<file path="config.mk">
export PLATFORM = sky130hd
export DESIGN_NAME = board_vga_render
export DESIGN_NICKNAME = d
export VERILOG_FILES = /design/src/rtl/vga_pkg.sv /design/src/rtl/vga_timing.sv /design/src/rtl/board_vga_render.sv
export SDC_FILE = /design/constraint.sdc
export NUM_CORES = 1
export LEC_CHECK = 0
export CORE_AREA = 2 2 136 138
export DETAILED_ROUTE_END_ITERATION = 12
export DIE_AREA = 0 0 138 140
export PLACE_DENSITY = 0.77
export SLEW_MARGIN = 10
export SYNTH_ARGS = -nofsm -noshare
export SYNTH_HDL_FRONTEND = slang
export SYNTH_SLANG_ARGS = --single-unit
</file>
<file path="constraint.sdc">
create_clock -name clk -period 2.7 [get_ports clk]
set_clock_uncertainty 0.05 [all_clocks]
set_input_delay 0.54 -clock clk [delete_from_list [all_inputs] [get_ports clk]]
set_output_delay 0.54 -clock clk [all_outputs]
set_load 0.05 [all_outputs]
</file>
<file path="src/rtl/vga_pkg.sv">
`default_nettype none
//------------------------------------------------------------------------------
// vga_pkg - 640x480@60 timing and game-board geometry shared definitions. Rev 1.0
//------------------------------------------------------------------------------
package vga_pkg;

  localparam int H_VIS  = 640;
  localparam int H_FP   = 16;
  localparam int H_SYNC = 96;
  localparam int H_BP   = 48;

  localparam int V_VIS  = 480;
  localparam int V_FP   = 10;
  localparam int V_SYNC = 2;
  localparam int V_BP   = 33;

  localparam int BOARD_W    = 8;
  localparam int BOARD_H    = 18;
  localparam int BOARD_BITS = 144;

  function automatic logic [7:0] cell_index(input logic [2:0] x, input logic [4:0] y);
    return {5'd0, x} + {y, 3'd0};
  endfunction

endpackage
`default_nettype wire

</file>
<file path="src/rtl/vga_timing.sv">
`default_nettype none
//------------------------------------------------------------------------------
// vga_timing - pixel divider, h/v scan counters, sync and frame strobes. Rev 1.0
//------------------------------------------------------------------------------
module vga_timing
  import vga_pkg::*;
#(
  parameter int PIX_DIV  = 4,
  parameter int H_ACTIVE = H_VIS,
  parameter int H_FRONT  = H_FP,
  parameter int H_PULSE  = H_SYNC,
  parameter int H_BACK   = H_BP,
  parameter int V_ACTIVE = V_VIS,
  parameter int V_FRONT  = V_FP,
  parameter int V_PULSE  = V_SYNC,
  parameter int V_BACK   = V_BP,
  localparam int H_TOTAL = H_ACTIVE + H_FRONT + H_PULSE + H_BACK,
  localparam int V_TOTAL = V_ACTIVE + V_FRONT + V_PULSE + V_BACK,
  localparam int HW      = $clog2(H_TOTAL),
  localparam int VW      = $clog2(V_TOTAL)
) (
  input  logic          clk,
  input  logic          rst_n,
  output logic          pix_en_o,
  output logic          line_end_o,
  output logic [HW-1:0] h_o,
  output logic [VW-1:0] v_o,
  output logic          hsync_o,
  output logic          vsync_o,
  output logic          visible_o,
  output logic          frame_start_o
);

  localparam int DW = (PIX_DIV > 1) ? $clog2(PIX_DIV) : 1;

  logic [DW-1:0] div_q, div_d;
  logic [HW-1:0] h_q, h_d;
  logic [VW-1:0] v_q, v_d;
  logic          pix_en;
  logic          line_end;

  always_comb begin
    pix_en   = (div_q == DW'(PIX_DIV - 1));
    line_end = pix_en && (h_q == HW'(H_TOTAL - 1));
    div_d    = pix_en ? '0 : div_q + 1'b1;
    h_d      = h_q;
    v_d      = v_q;
    if (pix_en) begin
      h_d = line_end ? '0 : h_q + 1'b1;
    end
    if (line_end) begin
      v_d = (v_q == VW'(V_TOTAL - 1)) ? '0 : v_q + 1'b1;
    end
  end

  always_ff @(posedge clk or negedge rst_n) begin
    if (!rst_n) begin
      div_q <= '0;
      h_q   <= '0;
      v_q   <= '0;
    end else begin
      div_q <= div_d;
      h_q   <= h_d;
      v_q   <= v_d;
    end
  end

  assign pix_en_o   = pix_en;
  assign line_end_o = line_end;
  assign h_o        = h_q;
  assign v_o        = v_q;
  assign hsync_o    = !((h_q >= HW'(H_ACTIVE + H_FRONT)) &&
                        (h_q <  HW'(H_ACTIVE + H_FRONT + H_PULSE)));
  assign vsync_o    = !((v_q >= VW'(V_ACTIVE + V_FRONT)) &&
                        (v_q <  VW'(V_ACTIVE + V_FRONT + V_PULSE)));
  assign visible_o  = (h_q < HW'(H_ACTIVE)) && (v_q < VW'(V_ACTIVE));
  // True on the edge that moves the scan to (0, V_ACTIVE).
  assign frame_start_o = line_end && (v_q == VW'(V_ACTIVE - 1));

endmodule
`default_nettype wire

</file>
<file path="src/rtl/board_vga_render.sv">
`default_nettype none
//------------------------------------------------------------------------------
// board_vga_render - per-frame board snapshot scanned out as a VGA image. Rev 1.0
//------------------------------------------------------------------------------
module board_vga_render
  import vga_pkg::*;
#(
  parameter int          PIX_DIV      = 4,
  parameter int          CELL_PX      = 20,
  parameter int          X0           = 240,
  parameter int          Y0           = 60,
  parameter logic [7:0]  FG_COLOR     = 8'hFC,
  parameter logic [7:0]  BG_COLOR     = 8'h00,
  parameter logic [7:0]  BORDER_COLOR = 8'h49,
  parameter int          H_ACTIVE     = H_VIS,
  parameter int          H_FRONT      = H_FP,
  parameter int          H_PULSE      = H_SYNC,
  parameter int          H_BACK       = H_BP,
  parameter int          V_ACTIVE     = V_VIS,
  parameter int          V_FRONT      = V_FP,
  parameter int          V_PULSE      = V_SYNC,
  parameter int          V_BACK       = V_BP
) (
  input  logic                  clk,
  input  logic                  rst_n,
  input  logic [BOARD_BITS-1:0] data_updated,
  output logic                  draw_finish,
  output logic                  hsync,
  output logic                  vsync,
  output logic [7:0]            rgb
);

  localparam int HW = $clog2(H_ACTIVE + H_FRONT + H_PULSE + H_BACK);
  localparam int VW = $clog2(V_ACTIVE + V_FRONT + V_PULSE + V_BACK);
  localparam int SW = (CELL_PX > 1) ? $clog2(CELL_PX) : 1;

  logic          pix_en, line_end, visible, frame_start, hsync_raw, vsync_raw;
  logic [HW-1:0] h;
  logic [VW-1:0] v;

  vga_timing #(
    .PIX_DIV (PIX_DIV),
    .H_ACTIVE(H_ACTIVE), .H_FRONT(H_FRONT), .H_PULSE(H_PULSE), .H_BACK(H_BACK),
    .V_ACTIVE(V_ACTIVE), .V_FRONT(V_FRONT), .V_PULSE(V_PULSE), .V_BACK(V_BACK)
  ) u_timing (
    .clk          (clk),
    .rst_n        (rst_n),
    .pix_en_o     (pix_en),
    .line_end_o   (line_end),
    .h_o          (h),
    .v_o          (v),
    .hsync_o      (hsync_raw),
    .vsync_o      (vsync_raw),
    .visible_o    (visible),
    .frame_start_o(frame_start)
  );

  logic [BOARD_BITS-1:0] snap_q;
  logic [SW-1:0]         cx_sub_q, cx_sub_d, cy_sub_q, cy_sub_d;
  logic [2:0]            cx_q, cx_d;
  logic [4:0]            cy_q, cy_d;
  logic                  hsync_q, vsync_q, draw_finish_q;
  logic [7:0]            rgb_q, rgb_d;
  logic                  in_bx, in_by, cell_bit;
  logic [7:0]            cell_idx;

  assign in_bx    = (h >= HW'(X0)) && (h < HW'(X0 + CELL_PX * BOARD_W));
  assign in_by    = (v >= VW'(Y0)) && (v < VW'(Y0 + CELL_PX * BOARD_H));
  assign cell_idx = cell_index(cx_q, cy_q);
  assign cell_bit = snap_q[cell_idx];

  // Cell counters track the scan position directly; they are cleared one
  // pixel (or line) before the board edge so they read 0 at X0 / Y0.
  always_comb begin
    cx_sub_d = cx_sub_q;
    cx_d     = cx_q;
    cy_sub_d = cy_sub_q;
    cy_d     = cy_q;
    if (pix_en) begin
      if (h == HW'(X0 - 1)) begin
        cx_sub_d = '0;
        cx_d     = '0;
      end else if (in_bx) begin
        if (cx_sub_q == SW'(CELL_PX - 1)) begin
          cx_sub_d = '0;
          cx_d     = cx_q + 1'b1;
        end else begin
          cx_sub_d = cx_sub_q + 1'b1;
        end
      end
    end
    if (line_end) begin
      if (v == VW'(Y0 - 1)) begin
        cy_sub_d = '0;
        cy_d     = '0;
      end else if (in_by) begin
        if (cy_sub_q == SW'(CELL_PX - 1)) begin
          cy_sub_d = '0;
          cy_d     = cy_q + 1'b1;
        end else begin
          cy_sub_d = cy_sub_q + 1'b1;
        end
      end
    end
  end

  always_comb begin
    rgb_d = BORDER_COLOR;
    if (!visible) begin
      rgb_d = '0;
    end else if (in_bx && in_by) begin
      rgb_d = cell_bit ? FG_COLOR : BG_COLOR;
    end
  end

  always_ff @(posedge clk or negedge rst_n) begin
    if (!rst_n) begin
      snap_q        <= '0;
      cx_sub_q      <= '0;
      cx_q          <= '0;
      cy_sub_q      <= '0;
      cy_q          <= '0;
      hsync_q       <= 1'b1;
      vsync_q       <= 1'b1;
      rgb_q         <= '0;
      draw_finish_q <= 1'b0;
    end else begin
      cx_sub_q      <= cx_sub_d;
      cx_q          <= cx_d;
      cy_sub_q      <= cy_sub_d;
      cy_q          <= cy_d;
      hsync_q       <= hsync_raw;
      vsync_q       <= vsync_raw;
      rgb_q         <= rgb_d;
      draw_finish_q <= frame_start;
      if (frame_start) begin
        snap_q <= data_updated;
      end
    end
  end

  assign draw_finish = draw_finish_q;
  assign hsync       = hsync_q;
  assign vsync       = vsync_q;
  assign rgb         = rgb_q;

endmodule
`default_nettype wire

</file>
==> flow_results.org, run 1 <==
** Detailed routing
- Wire segments on met2 add up to approximately 11 mm in the final route.
- Routed length on met1 :: roughly 9.4 mm
- The routed layout has around 6.2k vias.
- For this run, the detailed router's first-pass iteration total came to 5.
- Dividing the detail-routed via count by the number of cells gives 5.69.
- Number of design-rule violations left by the first detailed-router iteration :: 413
- In the routed design, unresolved DRC markers number 0.
- In the final routed layout, each cell accounts on average for between 15 and 20 um.
- The detailed router used layers up to and including met4.
- Met3 Routed Length :: approximately 900 um
- Number of routed nets with antenna violations :: 0
- Drt total wl :: between 20 and 25 mm

** Die
- Core area :: around 18000 um^2
- The floorplan step defined a die boundary enclosing between 15000 and 20000 um^2.
- The die is between 100 and 150 um wide.
- Count of boundary I/O pins :: between 150 and 200
- Die Height :: about 140 um
- Std cell rows :: about 50
- Once the floorplan was initialized, standard cells occupied 53.1% of the core.

** Timing
- Final number of setup-violating endpoints :: 0
- Clock period minus worst slack :: ~2.5 ns
- The max-slew violation count came to 0.
- Unrepaired setup endpoints after global routing :: false
- Portion of the clock cycle consumed by the worst path in the final layout :: 92.3%
- In this run the tightest slew margin relative to its limit is about two fifths.
- Maximum achievable frequency :: approximately 400 MHz
- Slew at the pin closest to its max-slew limit :: 0.863 ns
- Final total negative setup slack :: 0 ns
- The total count of hold-check failures in the final report was 0.
- Crit path setup slack, layout :: 0.209 ns

** Power and ir drop
- Total power for the finished layout comes to 6.30 mW.
- Total power divided by cell area :: 530 nW/um^2
- Across the VDD grid, the largest voltage drop is 0.433 mV.
- Leakage power total :: approximately 5.1 nW

** Cells and area
- In the final layout, the share of cells above drive strength 1 is between 20% and 30%.
- Number of nets at the end of the flow :: 1000
- Area grow syn2layout :: 26.0%
- In the final layout, the multi-input gates occupy between 4000 and 5000 um^2.
- 0 antenna diodes ended up in the layout.
- Fillers :: 1209
- Design area :: 11900 um^2
- Utilization after layout :: between 60% and 70%
- Summing all flip-flop and latch instances after layout gives 4760 um^2.

** Synth
- Post-synth EDFFs :: 0
- YS warnings :: 0
- The most used flip-flop cell after synthesis is sky130_fd_sc_hd__dfrtp_1.
- Yosys reg bits :: 190
- Counting every instance in the synthesized netlist gives ~700.
- Sequential elements use 50.4% of the synthesized area.
- Net Count, Synth :: 852
- Counting flops with an async set or reset pin after synthesis yields a share of 100%.
- Number of library cell types mapped by synthesis :: 62
- Summing every instance area after synthesis gives about 9400 um^2.
- Post-Syn Area per Cell :: 13.5 um^2

** Placed design
- After legalization and detailed placement, the total HPWL measured roughly 15 mm.
- At the end of routability-driven placement, the weighted congestion stood at around 0.9.
- The placed instances occupy a cell area of ~11000 um^2.
- The count of buffers added on input and output ports is 155.
- Post-place setup slack :: approximately 0.24 ns

** CTS
- Clock-pin slew reported for the worst setup and hold paths after clock tree synthesis :: approximately 0.070 ns
- Clock buffer depth :: 2
- The clock reaches the later pin of the worst-skew pair after roughly 0.43 ns.
- Cell at the root of the clock tree :: sky130_fd_sc_hd__clkbuf_16
- Setup fix buffers added after clock tree synthesis :: 0
- The tree built by TritonCTS fans out to 190 sinks.
- Count of H-tree levels built during CTS :: 4
- The number of clock buffers added by TritonCTS is 17.
- TritonCTS built the clock tree.

** Global routing
- The initial antenna violation count was 0.
- Maximum number of pins on one net before global-route repair :: roughly 60
- The number of global-route vias before repair came to 6612.
- Overall fraction of global-route tracks in use :: 22.8%
- Global-route wire length before repair :: roughly 35 mm
- Residual overflow from global routing :: 0

** Setup path
- The slowest stage of the critical path belongs to the cell sky130_fd_sc_hd__dfrtp_1.
- The worst setup path is launched from a flop.
- Number of gates on the worst path with buffers counted :: 8
- Across all register-to-register paths, the minimum setup slack is ~0.21 ns.
- Among the stages of the critical path, the cell type that occurs most often is sky130_fd_sc_hd__buf_4.
- Delay of the slowest cell on the worst path :: about 0.38 ns
- Largest fanout of any net on the critical path :: 13
- The critical path goes through ha_1, and4_1, nand4_1, nor2_2, nand4b_1, buf_4, buf_4, mux2_4.
- Endpoint type of the worst setup path :: flop
- STA puts the critical path data arrival time at 2.75 ns.
- The worst setup path is of the reg2reg kind.
- Category of cells accounting for the largest share of critical-path delay :: simple AND/OR/NAND/NOR gates
- For the worst flop-to-flop path, the logic depth is 8.
- STA puts the critical path data required time at 2.96 ns.
- CP Buf/Inv Count :: 2

** Min path
- Counting instances, the worst hold path has a depth of 1.
- Hold Path Class :: reg2reg

** Outcome
- Status :: finished, final reports clean

** Run
- Count of max-cap constraint violations :: 0
[final timing paths]
path / start / end
max in group asynchronous: rst_n / snap_q[120]$_DFFE_PN0P_
worst max-delay path: u_timing.h_o[0]$_DFFE_PN0P_ / snap_q[59]$_DFFE_PN0P_
worst min register to register: u_timing.div_q[0]$_DFF_PN0_ / u_timing.div_q[0]$_DFF_PN0_
min in group asynchronous: rst_n / snap_q[16]$_DFFE_PN0P_
worst max register to register: u_timing.h_o[0]$_DFFE_PN0P_ / snap_q[59]$_DFFE_PN0P_
worst min-delay path: u_timing.div_q[0]$_DFF_PN0_ / u_timing.div_q[0]$_DFF_PN0_
[cells by family after synthesis]
kind of cell	share of synthesized area, %
simple gates	8.42
buf+inv	3.94
fa+ha+maj	1.19
xor+xnor	1.39
mux	29.3
compound gates	5.33
other cells	0.0397
flops	50.4
[where the power goes]
part           internal (mW)  leakage [nW]  switching [mW]
clock                   1.66         0.319            1.13
sequential              2.96          2.29          0.0676
combinational          0.335          2.46           0.150
[cell type report]
cell class / count / area share (%)
Inverter: 13 / 0.410
Clock inverter: 15 / 1.93
Sequential cell: 190 / 40.0
Multi-Input combinational cell: 443 / 36.2
Clock buffer: 17 / 3.58
Timing Repair Buffer: 180 / 15.4
Tap cell: 229 / 2.41
[layout by cell type, fill, tap and decap left out, drive strengths merged, types with 9 or more instances in the layout]
| master | netlist | routed |
|---|---|---|
| o21ai | 26 | 26 |
| nor2 | 26 | 26 |
| nand2 | 30 | 30 |
| a22oi | 10 | 10 |
| mux2 | 149 | 149 |
| dfrtp | 188 | 188 |
| mux4 | 28 | 28 |
| mux2i | 23 | 23 |
| a21oi | 10 | 10 |
| clkbuf | 14 | 17 |
| nand3 | 20 | 20 |
| xor2 | 10 | 10 |
| ha | 9 | 9 |
| buf | 37 | 25 |
| inv | 13 | 19 |
| nand4 | 9 | 9 |
| clkdlybuf4s50 | 0 | 154 |
[synthesized netlist by cell type (all sizes together), types with 4 or more instances]
cell	count	area, um^2
mux4	28	631
a21oi	10	50.1
nand2b	4	25.0
or3	6	42.5
nand3b	4	30.0
clkbuf	14	53.8
nor3	7	46.3
inv	13	48.8
xor2	10	87.6
mux2i	23	230
nor2b	8	50.1
ha	9	113
buf	37	269
o31ai	7	52.6
nor2	26	103
a22oi	10	75.1
xnor2	5	43.8
nor4	4	55.1
nand3	20	100
nand4	9	56.3
nand2	30	113
a31oi	4	25.0
mux2	149	1900
and2	8	50.1
o21ai	26	130
o211ai	4	30.0
dfrtp	188	4700
[per-layer routing]
layer,vias up,GRT usage (%)
met1,3129,31.0
met4,0,7.09
met2,179,37.1
met3,33,4.92
li1,2845,-
met5,-,0
[state kept, by name, summed over array words and instances, names as in the netlist, 2 cells and up]
signal / count
cx_q: 3
cx_sub_q: 5
cy_q: 5
cy_sub_q: 5
rgb: 3
snap_q: 144
u_timing.div_q: 2
u_timing.h_o: 10
u_timing.v_o: 10
[metrics by stage]
stage          hold slack, ns  cells
2_1_floorplan           0.194    697
3_3_place_gp            0.364   1054
3_5_place_dp            0.385   1054
4_1_cts                 0.395   1087
5_1_grt                 0.412   1087
6_report                0.393   1087
[repair_timing]
| action | 4_1_cts | 5_1_grt |
|---|---|---|
| hold endpoints to repair | 33 | 0 |
| hold buffers | 1 | 0 |
| resized for setup | 0 | 0 |
(Power assumes the default switching activity.)
==> run 2: changes to the inputs <==
Settings changed: CORE_AREA 2 2 136 138 to 2 2 134 136, DIE_AREA 0 0 138 140 to 0 0 136 138, SYNTH_HIERARCHICAL from default to 1.
==> run 2 against run 1 <==
Effect of this change: utilization is 0.97 points lower; sequential power is 6% lower; total power is 12% lower; sequential share of layout area is 1.2 points higher; fmax is 3.1% lower; flip-flop and latch count stayed put; critical path depth is 2 lower; clock-buffer cell count is 6 higher; clock power is 14% lower; largest cell class unchanged.
==> flow_results.org, run 2 <==
** Outcome
- Status :: finished, final reports clean

** Setup path
- CP Data Required Time :: between 2 and 3 ns
- Tracing the worst setup path back leads to its startpoint at u_timing/h_o[5]$_DFFE_PN0P_.
- Endpoint type of the worst setup path :: flop
- Worst path arrival time :: 2.84 ns
- Of all nets on the critical path, the largest fanout is 30.
- Type of the worst setup path :: reg2reg
- Series of cell instances along the critical path :: nor4b_4, nand4_4, nor4_2, buf_4, buf_12, mux2_2
- Among cell families on the critical path, the largest total delay comes from simple AND/OR/NAND/NOR gates.
- Critical-path top delay cell :: sky130_fd_sc_hd__dfrtp_1
- The critical path contains buffers and inverters numbering 2 combined.
- Delay of the slowest cell on the worst path :: between 0.4 and 0.5 ns
- In this run the critical register-to-register path is launched from u_timing/h_o[5]$_DFFE_PN0P_.
- STA classifies the critical path startpoint as a flop.

** Die
- Row generation in the floorplan step produced just under 50 rows.
- In this run the standard cell core region covers about 18000 um^2.
- During I/O placement, the number of pins put on the boundary was 157.
- Die Height :: around 140 um
- Once the floorplan was initialized, standard cells occupied about half of the core.
- The floorplan step set the die width to approximately 140 um.
- Die area :: approximately 19000 um^2

** Synth
- Biggest area consumer among synthesized cells :: sky130_fd_sc_hd__dfrtp_1
- Post-synthesis cell count :: approximately 670
- Net Count, Synth :: 824
- Top cells by count, synth :: 188 x sky130_fd_sc_hd__dfrtp_1, 149 x sky130_fd_sc_hd__mux2_2, 29 x sky130_fd_sc_hd__nand2_1, 27 x sky130_fd_sc_hd__mux4_2, 21 x sky130_fd_sc_hd__mux2i_1
- The synthesized design contains 0 enable-type register cells.
- The cell area that synthesis handed to floorplanning was around 9000 um^2.
- Post-Syn Area per Cell :: around 14 um^2
- Most used standard cell by instance count after synthesis :: sky130_fd_sc_hd__dfrtp_1
- Seq/Total Area, Yosys :: between 50 and 60%
- The Yosys step of the flow raised 6 warnings.
- Synth async-reset ratio :: 100%
- Top cell type's share of synthesized area :: roughly half
- Number of library cell types mapped by synthesis :: between 60 and 70
- Yosys reg bits :: 190
- Area contributors post-synth :: sky130_fd_sc_hd__dfrtp_1 52%, sky130_fd_sc_hd__mux2_2 18%, sky130_fd_sc_hd__mux4_2 6.7%, sky130_fd_sc_hd__mux2i_1 2.3%, sky130_fd_sc_hd__ha_1 1.4%
- For this run, the leading register cell type out of synthesis is sky130_fd_sc_hd__dfrtp_1.

** Min path
- The min-delay analysis places its worst path in the category in2async.

** CTS
- TritonCTS built the clock tree.
- After clock tree synthesis, the flow added hold-fix buffers numbering 0.
- In this run, CTS created clock tree buffers numbering 17.
- Sink count of the clock tree :: 190
- The clock tree synthesis step divided the H-tree into 4 levels.
- Clock latency reported for the late side of the worst-skew pair :: ~0.44 ns
- Post-CTS timing repair inserted 0 buffers for setup.
- Clock tree synthesis selected as its root buffer the cell sky130_fd_sc_hd__clkbuf_16.
- The longest clock path from root to sink contains 2 buffers.
- Clock-pin slew was measured on the worst setup and hold paths at 0.07 ns.

** Detailed routing
- After detailed routing, the number of vias per cell comes to ~5.8.
- DRC violation count after routing :: 0
- Number of design-rule violations left by the first detailed-router iteration :: approximately 460
- The first detailed-routing pass took 7 iterations.
- Number of routed nets with antenna violations :: 0
- Drt total wl :: approximately 21 mm
- Routed wire length per instance :: roughly 19 um
- Detailed-route via count :: a little over 6k

** Placed design
- Prior to clock tree synthesis, the placed netlist has a worst setup slack of around 0.11 ns.
- Placer's final routability congestion estimate :: roughly 0.9
- Post-DP Area :: around 11000 um^2
- In this run the tool buffered the top-level ports with 155 buffer cells.
- HPWL after DPL :: ~15 mm

** Timing
- Of the available clock period, the critical path in the final layout requires a little over nine tenths.
- Setup total negative slack on the finished layout was measured at 0 ns.
- The worst pin sits at a relative slew slack of between 40 and 50%.
- Clock period minus worst slack :: roughly 2.6 ns
- Unrepaired setup endpoints after global routing :: false
- Across all hold checks on the routed design, the worst slack comes to approximately 0.062 ns.
- The total count of hold-check failures in the final report is 0.
- Final Max Slew Viols :: 0
- Crit path setup slack, layout :: between 0.1 and 0.15 ns
- At the pin with the least slew margin, the transition time is between 0.8 and 0.9 ns.
- Maximum achievable frequency :: roughly 390 MHz
- Setup violations remaining at the end of the flow were counted as 0.

** Cells and area
- Leaving out fill and tap cells, the most frequent cells in the layout are 186 x sky130_fd_sc_hd__dfrtp_1, 154 x sky130_fd_sc_hd__clkdlybuf4s50_1, 149 x sky130_fd_sc_hd__mux2_2.
- Area grow syn2layout :: 27.3%
- In the final layout, the share of cells above drive strength 1 is between 20% and 30%.
- Once layout is done, the placed cells without fillers occupy 11600 um^2.
- For this run, the post-layout net count is slightly below 1k.
- Utilization after layout :: between 60% and 70%
- Fillers :: 1285
- Leaving out fill and tap cells, the most frequent cell in the layout is sky130_fd_sc_hd__dfrtp_1.
- The register with the most flip-flops in the layout has approximately 140 of them.
- Most flops, register :: snap_q
- The number of antenna diodes in the final layout is 0.

** Global routing
- Overall fraction of global-route tracks in use :: a little under a quarter
- The first global-routing pass estimated roughly 33 mm of wire.
- Residual overflow from global routing :: 0
- The number of global-route vias before repair came to ~6.5k.
- Maximum number of pins on one net before global-route repair :: 74
- The initial antenna violation count is 0.

** Power and ir drop
- Leakage power total :: between 5 and 6 nW
- Dividing total power by cell area gives a power density of roughly 480 nW/um^2.
- Worst voltage drop across the vdd grid :: roughly 0.45 mV

** Run
- Across the run, the number of max-cap violations was 0.
## run 2: repair_timing
item	4_1_cts	5_1_grt
endpoints found under the setup margin	0	40
hold endpoints to repair	0	0
gates resized for setup	0	1
## run 2: through the flow
stage / total power, mW / cells
2_1_floorplan: 2.91 / 668
6_report: 5.55 / 1065
3_5_place_dp: 3.19 / 1033
3_3_place_gp: 3.19 / 1033
4_1_cts: 5.59 / 1065
5_1_grt: 5.72 / 1065
## run 2: power breakdown
group	leakage (nW)	internal, mW	switching [mW]
Combinational	2.35	0.192	0.0990
Sequential	2.62	2.85	0
Clock	0.281	1.32	1.10
Total	5.25	4.35	1.19
## run 2: final timing paths
| check | end | slack, ns | cells after the start |
|---|---|---|---|
| max in group asynchronous | snap_q[81]$_DFFE_PN0P_ | 1.84 | 2 |
| hold reg to reg | u_timing/div_q[0]$_DFF_PN0_ | 0.39 | 1 |
| setup / recovery | snap_q[124]$_DFFE_PN0P_ | 0.13 | 6 |
| setup reg to reg | snap_q[124]$_DFFE_PN0P_ | 0.13 | 6 |
| min in group clk | u_timing/div_q[0]$_DFF_PN0_ | 0.39 | 1 |
| hold / removal | u_timing/div_q[1]$_DFF_PN0_ | 0.06 | 1 |
## run 2: cell families after synthesis
logic type	count (synthesis)	share of synthesized area (%)
adder cells (fa/ha/maj)	10	1.38
AND/OR/NAND/NOR	133	8.60
AO/OA/AOI/OAI	69	5.21
buffers and inverters	48	2.51
flip-flops	190	52.4
other	1	0.0413
XOR/XNOR	16	1.54
multiplexers	201	28.3
## run 2: final cells by class
class / count / area, um^2 / share of cell area, %
multi-input cells: 430 / 4100 / 35.5
flip-flops and latches: 190 / 4760 / 41.2
clock buffers: 23 / 498 / 4.31
clock inverters: 9 / 73.8 / 0.639
repair buffers: 173 / 1790 / 15.5
inverters: 11 / 41.3 / 0.357
well taps: 229 / 287 / 2.48
## run 2: per-layer routing
metal	share of wire [%]	wire length (um)	global-route usage, %	up-vias
met4	2.5	510	8.06	0
met1	43	8910	31.6	3089
met5	0	0	0	-
li1	-	-	-	2793
met2	49	10200	37.2	215
met3	5.0	1040	4.11	39
==> run 3: changes to the inputs <==
Settings changed: CORE_AREA 2 2 134 136 to 2 2 130 132, CTS_BUF_LIST from default to sky130_fd_sc_hd__clkbuf_16, DIE_AREA 0 0 136 138 to 0 0 132 134, PLACE_DENSITY 0.77 to 0.82.
Clock period 2.7 ns to 3.32 ns, I/O delays scaled along.
==> run 3 against run 2 <==
Effect of this change: combinational power down 22%; largest cell class unchanged; setup slack better by 0.28 ns; largest power group unchanged; fmax fell by 12%; worst hold slack worse by 0.0064 ns.
==> flow_results.org, run 3 (synthesis gave the netlist of run 2 again) <==
** Cells and area
- The library cells used most frequently in the layout, excluding fill and tap cells, are 186 x sky130_fd_sc_hd__dfrtp_1, 154 x sky130_fd_sc_hd__clkdlybuf4s50_1, 149 x sky130_fd_sc_hd__mux2_2.
- Most flops, register :: snap_q
- Max FFs per register :: 144
- Leaving out fill and tap cells, the most frequent cell in the layout is sky130_fd_sc_hd__dfrtp_1.
- Measured on the finished design, the core utilization comes to approximately 70%.
- Relative to the synthesized area, the layout overhead comes to 26.1%.
- Design area :: ~11000 um^2
- Number of nets at the end of the flow :: 974
- The post-route netlist has between 20 and 30% of its cells at a drive strength greater than 1.

** CTS
- Cell at the root of the clock tree :: sky130_fd_sc_hd__clkbuf_16
- Clock-pin slew reported for the worst setup and hold paths after clock tree synthesis :: 0.07 ns
- TritonCTS created 17 clock buffers.
- The clock net in this run drives a total of 190 sinks.
- Clock latency reported for the late side of the worst-skew pair :: 0.43 ns
- CTS Hold Bufs :: 0
- The clock tree synthesis step divided the H-tree into 4 levels.
- Once the clock tree was built, the setup fixing pass inserted 0 buffers.
- Number of gates given a new drive strength after cts :: 0
- The clock passes through at most 2 buffers.
- TritonCTS clock tree :: built

** Global routing
- The initial antenna violation count is 2.
- Entering global routing, the biggest net connects between 80 and 90 pins.
- Global-route wire length before repair :: 34.4 mm
- Vias in the first global route :: about 6.6k
- In the global route stage, overall resource usage came out at around 25%.
- After global routing the overflow that remains totals 0.

** Detailed routing
- Using the TritonRoute via totals, the vias-per-cell ratio works out to approximately 5.8.
- DRC violation count after routing :: 0
- Drt total wl :: around 21 mm
- Routed wire length per instance :: between 20 and 25 um
- For this run, the detailed router's first-pass iteration total came to 5.
- For this block, the initial DRC count from the detailed router was between 300 and 400.
- Number of routed nets with antenna violations :: 0
- Detailed-route via count :: between 6k and 7k

** Setup path
- Series of cell instances along the critical path :: ha_1, and4_1, nand4_4, nor4_2, buf_12, buf_12, mux2_2
- On the critical path, the stage with the largest delay is an instance of sky130_fd_sc_hd__nor4_2.
- The most numerous cell type found on the critical path is sky130_fd_sc_hd__buf_12.
- Worst path arrival time :: approximately 3.2 ns
- Startpoint class of the critical path :: flop
- STA classifies the critical path endpoint as a flop.
- In this run the register-to-register setup slack is approximately 0.41 ns.
- Delay of the slowest cell on the worst path :: 0.44 ns
- Data on the critical path is required at its endpoint by about 3.6 ns.
- The startpoint identified for the worst register-to-register timing path is u_timing/div_q[0]$_DFF_PN0_.
- Of all nets on the critical path, the largest fanout is 52.
- Cell count of the worst reg-to-reg path :: 7
- By startpoint and endpoint, the worst setup path is classified as reg2reg.
- Worst r2r dst :: snap_q[1]$_DFFE_PN0P_

** Power and ir drop
- Leakage power total :: between 5 and 6 nW
- Total power divided by cell area :: roughly 390 nW/um^2
- Total design power :: 4.44 mW
- Worst voltage drop across the vdd grid :: approximately 0.4 mV

** Timing
- Slew at the pin closest to its max-slew limit :: between 0.7 and 0.8 ns
- Max transition margin :: 52.6%
- Setup repair after global routing left no endpoint under its margin.
- In the final timing run, aggregate negative setup slack is 0 ns.
- Setup violations remaining at the end of the flow were counted as 0.
- Final Max Slew Viols :: 0
- The final critical path takes up between 80 and 90% of the cycle.
- Maximum achievable frequency :: between 300 and 400 MHz
- Total count of hold-check failures in the final report :: 0
- Clock period minus worst slack :: just under 3 ns

** Die
- Starting utilization of the core area :: ~56%
- The die covers roughly 18000 um^2.
- The die is around 130 um wide.
- The floorplan has 47 rows.
- In this run the standard cell core region covers roughly 16000 um^2.
- Die Height :: around 130 um
- During I/O placement, the number of pins put on the boundary was about 160.

** Placed design
- HPWL after DPL :: 15.4 mm
- The congestion estimate from routability-driven global placement came to about 0.83.
- Post-DP Area :: roughly 11000 um^2
- Number of buffers inserted by port buffering :: between 150 and 200

** Outcome
- The run finished with clean final reports.

** Min path
- Hold Path Class :: in2async

** Run
- Count of max-cap constraint violations :: 0
==> run 3: cell types whose count changed in the layout (fill, tap and decap cells not counted) <==
cell                         delta
sky130_fd_sc_hd__clkinv_1       +2
sky130_fd_sc_hd__clkinv_4       -2
sky130_fd_sc_hd__buf_4          -2
sky130_fd_sc_hd__inv_1          +2
sky130_fd_sc_hd__inv_8          +3
sky130_fd_sc_hd__clkbuf_1       -1
sky130_fd_sc_hd__clkbuf_8       -6
sky130_fd_sc_hd__diode_2        +2
sky130_fd_sc_hd__buf_12         -2
sky130_fd_sc_hd__clkinvlp_4     +1
==> run 3: power by group <==
group | total (mW) | switching [mW] | internal, mW
Clock | 1.90 | 0.928 | 0.973
Sequential | 2.31 | 0 | 2.31
Combinational | 0.226 | 0.0735 | 0.153
==> run 3: area by class of cell <==
class	count	area, um^2
Timing Repair Buffer	168	1730
Antenna cell	2	5.00
Clock buffer	17	425
Sequential cell	190	4760
Clock inverter	15	113
Tap cell	220	275
Multi-Input combinational cell	430	4100
Inverter	11	41.3
Fill cell	1103	4840
==> run 3: how the worst max path moves through the flow <==
stage | to | cells after the start | startpoint
final | snap_q[1]$_DFFE_PN0P_ | 7 | u_timing/div_q[0]$_DFF_PN0_
after global routing | snap_q[35]$_DFFE_PN0P_ | 7 | u_timing/div_q[0]$_DFF_PN0_
after detailed placement | snap_q[51]$_DFFE_PN0P_ | 7 | u_timing/div_q[0]$_DFF_PN0_
after floorplan | snap_q[0]$_DFFE_PN0P_ | 9 | u_timing/div_q[0]$_DFF_PN0_
after global placement | snap_q[122]$_DFFE_PN0P_ | 7 | u_timing/div_q[0]$_DFF_PN0_
after CTS | snap_q[1]$_DFFE_PN0P_ | 7 | u_timing/div_q[0]$_DFF_PN0_
==> run 3: layer usage <==
metal | track usage, % | share of wire (%) | vias up
li1 | - | - | 2779
met1 | 31.2 | 40 | 3060
met2 | 42.7 | 51 | 243
met3 | 6.65 | 6.6 | 34
met4 | 9.78 | 2.3 | 0
met5 | 0 | 0 | -
==> run 3: critical path: cells and delay by family, from the launching register on <==
kind	cells	cell delay (ns)
fa+ha+maj	1	0.36
mux	1	0.37
buf+inv	2	0.62
simple gates	3	1.00
flops	1	0.35
==> run 3: through the flow <==
step                hold WS (ns)  cells  setup WS (ns)
floorplan                  0.318    668          0.393
global placement           0.378   1019          0.597
detailed placement         0.371   1019          0.478
CTS                       0.0517   1051          0.439
global route              0.0648   1053          0.207
finish                    0.0553   1053          0.413
